==> config.mk <==
export PLATFORM = sky130hd
export DESIGN_NAME = regfile_wb_arbiter
export DESIGN_NICKNAME = d
export VERILOG_FILES = /design/src/rtl/regfile_wb_arbiter.sv
export SDC_FILE = /design/constraint.sdc
export NUM_CORES = 1
export LEC_CHECK = 0
export CAP_MARGIN = 20
export CORE_UTILIZATION = 37
export DETAILED_ROUTE_END_ITERATION = 7
export PLACE_DENSITY = 0.82
export SYNTH_ARGS = -nofsm -noshare
export SYNTH_HDL_FRONTEND = slang
export SYNTH_SLANG_ARGS = --single-unit
==> constraint.sdc <==
create_clock -name clk_i -period 3.56 [get_ports clk_i]
set_clock_uncertainty 0.2 [all_clocks]
set_input_delay 0.534 -clock clk_i [delete_from_list [all_inputs] [get_ports clk_i]]
set_output_delay 0.534 -clock clk_i [all_outputs]
set_load 0.02 [all_outputs]
==> src/rtl/regfile_wb_arbiter.sv <==
// Writeback arbiter sharing the single register-file write port among debug, LSU and ALU.
// Fixed priority debug > LSU > ALU, with a starvation counter that force-grants a waiting ALU.
module regfile_wb_arbiter #(
    parameter int STARVE_LIMIT = 4,
    parameter int CNT_W        = 4
) (
    input  logic             clk_i,
    input  logic             reset,

    input  logic             dbg_valid_i,
    input  logic [4:0]       dbg_rd_i,
    input  logic [31:0]      dbg_data_i,
    output logic             dbg_ready_o,

    input  logic             lsu_valid_i,
    input  logic [4:0]       lsu_rd_i,
    input  logic [31:0]      lsu_data_i,
    output logic             lsu_ready_o,

    input  logic             alu_valid_i,
    input  logic [4:0]       alu_rd_i,
    input  logic [31:0]      alu_data_i,
    output logic             alu_ready_o,

    output logic [4:0]       rsW_o,
    output logic [31:0]      dataW_o,
    output logic             regWEn_o,
    output logic [1:0]       grant_o,
    output logic [CNT_W-1:0] starve_cnt_o
);

    typedef enum logic [1:0] {
        SRC_NONE = 2'd0,
        SRC_ALU  = 2'd1,
        SRC_LSU  = 2'd2,
        SRC_DBG  = 2'd3
    } src_e;

    localparam logic [CNT_W-1:0] LIMIT = CNT_W'(STARVE_LIMIT);

    src_e            sel;
    logic [4:0]      sel_rd;
    logic [31:0]     sel_data;
    logic [CNT_W-1:0] starve_cnt;
    logic            force_alu;

    assign force_alu = alu_valid_i & lsu_valid_i & (starve_cnt == LIMIT);

    // Readies are held low while reset is asserted so nothing transfers in the reset cycle.
    always_comb begin
        // NOTE: every output of a combinational block gets a default first, otherwise a latch is inferred.
        sel      = SRC_NONE;
        sel_rd   = '0;
        sel_data = '0;
        if (!reset) begin
            if (dbg_valid_i) begin
                sel      = SRC_DBG;
                sel_rd   = dbg_rd_i;
                sel_data = dbg_data_i;
            end else if (force_alu) begin
                sel      = SRC_ALU;
                sel_rd   = alu_rd_i;
                sel_data = alu_data_i;
            end else if (lsu_valid_i) begin
                sel      = SRC_LSU;
                sel_rd   = lsu_rd_i;
                sel_data = lsu_data_i;
            end else if (alu_valid_i) begin
                sel      = SRC_ALU;
                sel_rd   = alu_rd_i;
                sel_data = alu_data_i;
            end
        end
    end

    assign dbg_ready_o = (sel == SRC_DBG);
    assign lsu_ready_o = (sel == SRC_LSU);
    assign alu_ready_o = (sel == SRC_ALU);

    always_ff @(posedge clk_i) begin
        // NOTE: sequential state uses non-blocking assignments so every register samples pre-edge values.
        if (reset) begin
            regWEn_o   <= 1'b0;
            rsW_o      <= '0;
            dataW_o    <= '0;
            grant_o    <= SRC_NONE;
            starve_cnt <= '0;
        end else begin
            grant_o  <= sel;
            regWEn_o <= (sel != SRC_NONE) && (sel_rd != 5'd0);
            // Address and data hold when idle; only the enable marks a real write.
            if (sel != SRC_NONE) begin
                rsW_o   <= sel_rd;
                dataW_o <= sel_data;
            end
            if (!alu_valid_i || sel == SRC_ALU) begin
                starve_cnt <= '0;
            end else if (sel == SRC_LSU && starve_cnt != LIMIT) begin
                starve_cnt <= starve_cnt + 1'b1;
            end
        end
    end

    assign starve_cnt_o = starve_cnt;

endmodule

==> results.toml, run 1 <==
[cts]
cts_setup_buffers = 0
cts_made_buffers = 5
clk_pin_slew_worst_paths_ns = 0.08
clock_sinks = 44
clockRootBuffer = "clkbuf_8"
cts_buffer_depth = 2
ctsHoldBuffers = 0
clk_latency_ns = 0.29
ctsResizeCount = 0
htreeDepth = 2
cts_tree = "yes"

[worst_setup_path]
worst-path-buf-inv = 3
path_max_fanout = 3
path_class = "input port to output port"
max_stage_delay_ns = 0.67
crit_path_frequent_cell = "clkdlybuf4s50_1"
arrival_ns = 2.27
path_cells = "clkdlybuf4s50_1 -> inv_1 -> a21oi_4 -> nor2_1 -> nor4_1 -> clkdlybuf4s50_1"
endpoint_kind = "output port"
cp_data_required_time_ns = 2.83
crit_path_top_delay_cell = "clkdlybuf4s50_1"
cp-start-kind = "input port"
critical-path-top-delay-family = "buffers and inverters"

[logic_synthesis]
syn-mean-instance-area_sq_um = 8.61
synth.distinct_cells = 30
syn_nets = 376
synth-edff-count = 0
synth_ff_type = "dfxtp_1"
ys_ff_latch = 44
syn-cell-area_sq_mm = 0.00222
yosysSeqAreaShare = 0.397
yosysWarningCount = 0
synthCells = 258
synthArstFlopShare = 0

[power]
leakage_uw = 0.00139
ir_drop_uv = 183
power_density_mw_per_mm2 = 327

[route]
antenna_left = 0
post_drt_wl_per_cell_um = 16.0
drt_iter0_drc = 107
wirelength_mm = 7.67
drt-pass1-iter-count = 4
viasPerCell = 5.39
drc = 0
vias = 2586

[sta]
max_clock_freq_ghz = 0.333
post-route-min-period_ns = 3.00
maxSlewViolCount = 0
max_slew_margin = 0.597
worst_slew_pin_slew_ns = 0.601
finalSetupTns_ns = 0
setup_viol = 0
worst_slack_ns = 0.559
period_share = 0.843
holdWs_ns = 0.255
finalHoldViolations = 0
grt_setup_unrepaired = "no"

[final_layout]
syn2layout_area_growth_pct = 78.6
fill_cells = 484
drive_above_1_share = 0.0564
antenna_cells = 0
layout.nets = 525
multi_input_area_sq_mm = 0.00119
seqCellArea_sq_um = 881

[placed_design]
post-place-ws_ns = 0.557
routabilityCongestion = 0.732
port_buffers = 162
hpwl_mm = 5.68

[die]
row_count = 27
fp.dieH_um = 79.5
dieWidth_um = 79.5
coreArea_sq_mm = 0.00564
die_area_sq_mm = 0.00632
io-pin-count = 163
start_util = 0.394

[grt]
grt_pass1_wl_mm = 11.9
grt_pass1_vias = 2506
grt_start_max_net_pins = 39
antenna_found_initial = 0
grt-ovfl-total = 0
grt_usage = 0.242

[flow_run]
cap_violations = 0

[run_status]
status = "completed"

[hold_path]
hold_path_class = "register to register"
final cells by class:
class / count / share of cell area
multi-input combinational: 181 / 0.301
timing repair buffer: 170 / 0.423
tap: 72 / 0.0227
inverter: 5 / 0.00473
clock buffer: 6 / 0.0183
sequential: 44 / 0.222
clock inverter: 2 / 0.00883
sequential cells by signal, summed over array words and instances, names as in the netlist:
name	flops
dataW_o	32
rsW_o	5
starve_cnt_o	4
grant_o	2
regWEn_o	1
stage by stage:
step | instances | total power (uW) | area, sq um | util
3_3_place_gp | 472 | 927 | 3860 | 0.684
3_5_place_dp | 472 | 935 | 3860 | 0.684
5_1_grt | 480 | 1360 | 3970 | 0.703
4_1_cts | 480 | 1310 | 3970 | 0.703
2_1_floorplan | 258 | 711 | 2220 | -
6_report | 480 | 1300 | 3970 | 0.703
path summary, 6_finish.rpt:
path	startpoint	endpoint	slack (ns)	cells past startpoint
min reg2reg	dataW_o[21]$_SDFFE_PP0P_	dataW_o[21]$_SDFFE_PP0P_	0.25	2
min	dataW_o[21]$_SDFFE_PP0P_	dataW_o[21]$_SDFFE_PP0P_	0.25	2
max reg2reg	starve_cnt_o[0]$_SDFFE_PP0P_	regWEn_o$_SDFF_PP0_	1.36	8
max	alu_valid_i	alu_ready_o	0.56	6
worst register-to-register path: cells and delay by family, from the launching register on:
family,cells,cell delay (ns)
flip-flops,1,0.40
AO/OA/AOI/OAI,3,0.63
AND/OR/NAND/NOR,2,0.24
adder cells (fa/ha/maj),1,0.23
buffers and inverters,2,0.36
layout by cell type (no fill, tap or decap), types with 5 or more instances in the layout:
master           instances
inv_1                    5
nand3_1                  9
a21oi_1                 28
a221o_1                 28
o211ai_1                28
o21ai_0                 18
dfxtp_1                 44
nand2_1                 30
nor2_1                  11
a221oi_1                 7
clkdlybuf4s50_1        161
buf_4                    8
clkbuf_8                 5
cell families (layout without fill, tap and decap cells):
kind of cell,count (synthesis),in the layout,share of synthesized area
flops,44,44,0.397
xor+xnor,3,3,0.0118
buf+inv,33,183,0.0704
fa+ha+maj,2,2,0.0113
mux,1,1,0.00451
compound gates,115,115,0.380
simple gates,60,60,0.126
where the power goes:
group	leakage [uW]	internal (uW)	switching [uW]	total [uW]
clock network	0.0000552	208	168	376
registers	0.000363	524	15.5	540
logic	0.000973	218	163	381
total	0.00139	951	347	1300
routing by layer:
layer  global-route usage  part of all wire
met5                    0                 0
met4               0.0527             0.010
met3               0.0777             0.090
met2                0.445              0.51
met1                0.268              0.39
Yosys cell counts (all sizes together), types with 2 or more instances:
master | count | area share
dfxtp | 44 | 0.40
nand2 | 30 | 0.051
a21oi | 29 | 0.067
a221o | 28 | 0.13
o211ai | 28 | 0.095
o21ai | 18 | 0.041
clkbuf | 16 | 0.027
buf | 12 | 0.035
nor2 | 12 | 0.020
a221oi | 9 | 0.041
nand3 | 9 | 0.020
inv | 5 | 0.0085
and2 | 3 | 0.0085
ha | 2 | 0.011
xnor2 | 2 | 0.0079
(Power assumes the default switching activity.)
==> run 2: changes to the inputs <==
--- a/config.mk
+++ b/config.mk
@@ -6,9 +6,9 @@
 export NUM_CORES = 1
 export LEC_CHECK = 0
 export CAP_MARGIN = 20
-export CORE_UTILIZATION = 37
+export CORE_UTILIZATION = 34
 export DETAILED_ROUTE_END_ITERATION = 7
-export PLACE_DENSITY = 0.82
+export PLACE_DENSITY = 0.76
 export SYNTH_ARGS = -nofsm -noshare
 export SYNTH_HDL_FRONTEND = slang
 export SYNTH_SLANG_ARGS = --single-unit
==> constraint.sdc (replaced) <==
create_clock -name clk_i -period 2.83 [get_ports clk_i]
set_clock_uncertainty 0.2 [all_clocks]
set_input_delay 0.4245 -clock clk_i [delete_from_list [all_inputs] [get_ports clk_i]]
set_output_delay 0.4245 -clock clk_i [all_outputs]
set_load 0.02 [all_outputs]
==> run 2 against run 1 <==
- power up 21%
- register-to-register slack worse by 0.75 ns
- flip-flop and latch count unchanged
- sequential share of layout area down 0.084 points
- first-iteration DRC count down 21%
- non-clock buffer count up 1
- via count up 1.2%
- combinational power up 27%
- final cell count up 1.3%
- worst setup slack worse by 0.33 ns
- largest cell class unchanged
==> results.toml, run 2 (synthesis gave the netlist of run 1 again) <==
[run_status]
status = "completed"

[sta]
setup_viol = 0
worst_slack_ns = 0.224
maxSlewViolCount = 0
period_share = 0.921
finalHoldViolations = 0
max_clock_freq_ghz = 0.384
post-route-min-period_ns = 2.61
grt_setup_unrepaired = "no"
max_slew_margin = 0.629
worst_slew_pin_slew_ns = 0.557
holdWs_ns = 0.258
finalSetupTns_ns = 0

[worst_setup_path]
endpoint_kind = "output port"
path_class = "register to output port"
arrival_ns = 1.98
reg2regPathDepth = 8
path_max_fanout = 4
cp_data_required_time_ns = 2.21
cp-start-kind = "register"

[grt]
grt_start_max_net_pins = 39
grt-ovfl-total = 0
antenna_found_initial = 0
grt_pass1_wl_mm = 12.3
grt_pass1_vias = 2585
grt_usage = 0.215

[cts]
clk_pin_slew_worst_paths_ns = 0.08
cts_tree = "yes"
cts_buffer_depth = 2
cts_made_buffers = 5
clock_sinks = 44
ctsHoldBuffers = 0
clockRootBuffer = "clkbuf_8"
clk_latency_ns = 0.28
htreeDepth = 2

[route]
drt_iter0_drc = 85
post_drt_wl_per_cell_um = 15.6
wirelength_mm = 7.58
drc = 0
vias = 2616
drt-pass1-iter-count = 4
viasPerCell = 5.38
antenna_left = 0

[die]
io-pin-count = 163
dieWidth_um = 82.8
start_util = 0.352
die_area_sq_mm = 0.00686
coreArea_sq_mm = 0.00631
fp.dieH_um = 82.8
row_count = 29

[final_layout]
drive_above_1_share = 0.0611
regMostFlops = "dataW_o"
layout.nets = 526
design_area_sq_mm = 0.00398
largest_reg_flops = 32
syn2layout_area_growth_pct = 79.3
antenna_cells = 0
fin_util = 0.631
final_cell_mix = "160 x clkdlybuf4s50_1, 44 x dfxtp_1, 30 x nand2_1"
final_common_cell = "clkdlybuf4s50_1"

[placed_design]
hpwl_mm = 5.58
dpl_cell_area_sq_mm = 0.00389
port_buffers = 162
routabilityCongestion = 0.798
post-place-ws_ns = 0.0873

[power]
p_comb_frac = 0.307
power_density_mw_per_mm2 = 394
clockPowerShare = 0.261
ir_drop_uv = 314
p_int_uw = 1130
seq_power_share = 0.432
leakage_uw = 0.00139
switching_share = 0.278
switchingPower_uw = 437

[flow_run]
cap_violations = 0

[hold_path]
whs_path_depth = 2
hold_path_class = "register to register"
[run 2: layout make-up]
| type | instances | area, sq um |
|---|---|---|
| sequential | 44 | 881 |
| fill | 566 | 2330 |
| tap | 77 | 96.3 |
| clock buffer | 6 | 82.6 |
| multi-input combinational | 181 | 1190 |
| timing repair buffer | 171 | 1700 |
| inverter | 5 | 18.8 |
| clock inverter | 2 | 15.0 |
[run 2: routing by layer]
metal / GRT usage / up-vias / wire, um
met4: 0.0549 / 0 / 104
li1: - / 1282 / -
met3: 0.0676 / 8 / 644
met5: 0 / - / 0
met1: 0.255 / 1205 / 3110
met2: 0.373 / 121 / 3720
[run 2: critical path: stages, from the launching register on]
cell	delay, ns
dfxtp_1	0.39
inv_1	0.09
ha_1	0.23
nand3b_4	0.11
o21a_1	0.15
and2_1	0.13
clkdlybuf4s50_1	0.59
[run 2: power by group through the flow]
| stage | logic [uW] | registers (uW) | clock network [uW] |
|---|---|---|---|
| finish | 483 | 678 | 410 |
| global route | 517 | 683 | 448 |
| CTS | 486 | 678 | 423 |
| detailed placement | 485 | 693 | 0 |
| global placement | 481 | 691 | 0 |
| floorplan | 151 | 743 | 0 |
[run 2: stage by stage]
stage / std cells / total power, uW
3_5_place_dp: 478 / 1180
5_1_grt: 486 / 1650
3_3_place_gp: 478 / 1170
6_report: 486 / 1570
2_1_floorplan: 258 / 894
4_1_cts: 486 / 1590
[run 2: timing repair]
action / in CTS / in global routing
buffers inserted: 0 / 0
gates resized for setup: 1 / 0
setup endpoints to repair: 1 / 0
[run 2: worst paths after layout]
| check | startpoint | end | slack (ns) |
|---|---|---|---|
| setup / recovery | starve_cnt_o[0]$_SDFFE_PP0P_ | lsu_ready_o | 0.22 |
| hold / removal | rsW_o[3]$_SDFFE_PP0P_ | rsW_o[3]$_SDFFE_PP0P_ | 0.26 |
| setup reg to reg | starve_cnt_o[0]$_SDFFE_PP0P_ | starve_cnt_o[0]$_SDFFE_PP0P_ | 0.61 |
| hold reg to reg | rsW_o[3]$_SDFFE_PP0P_ | rsW_o[3]$_SDFFE_PP0P_ | 0.26 |
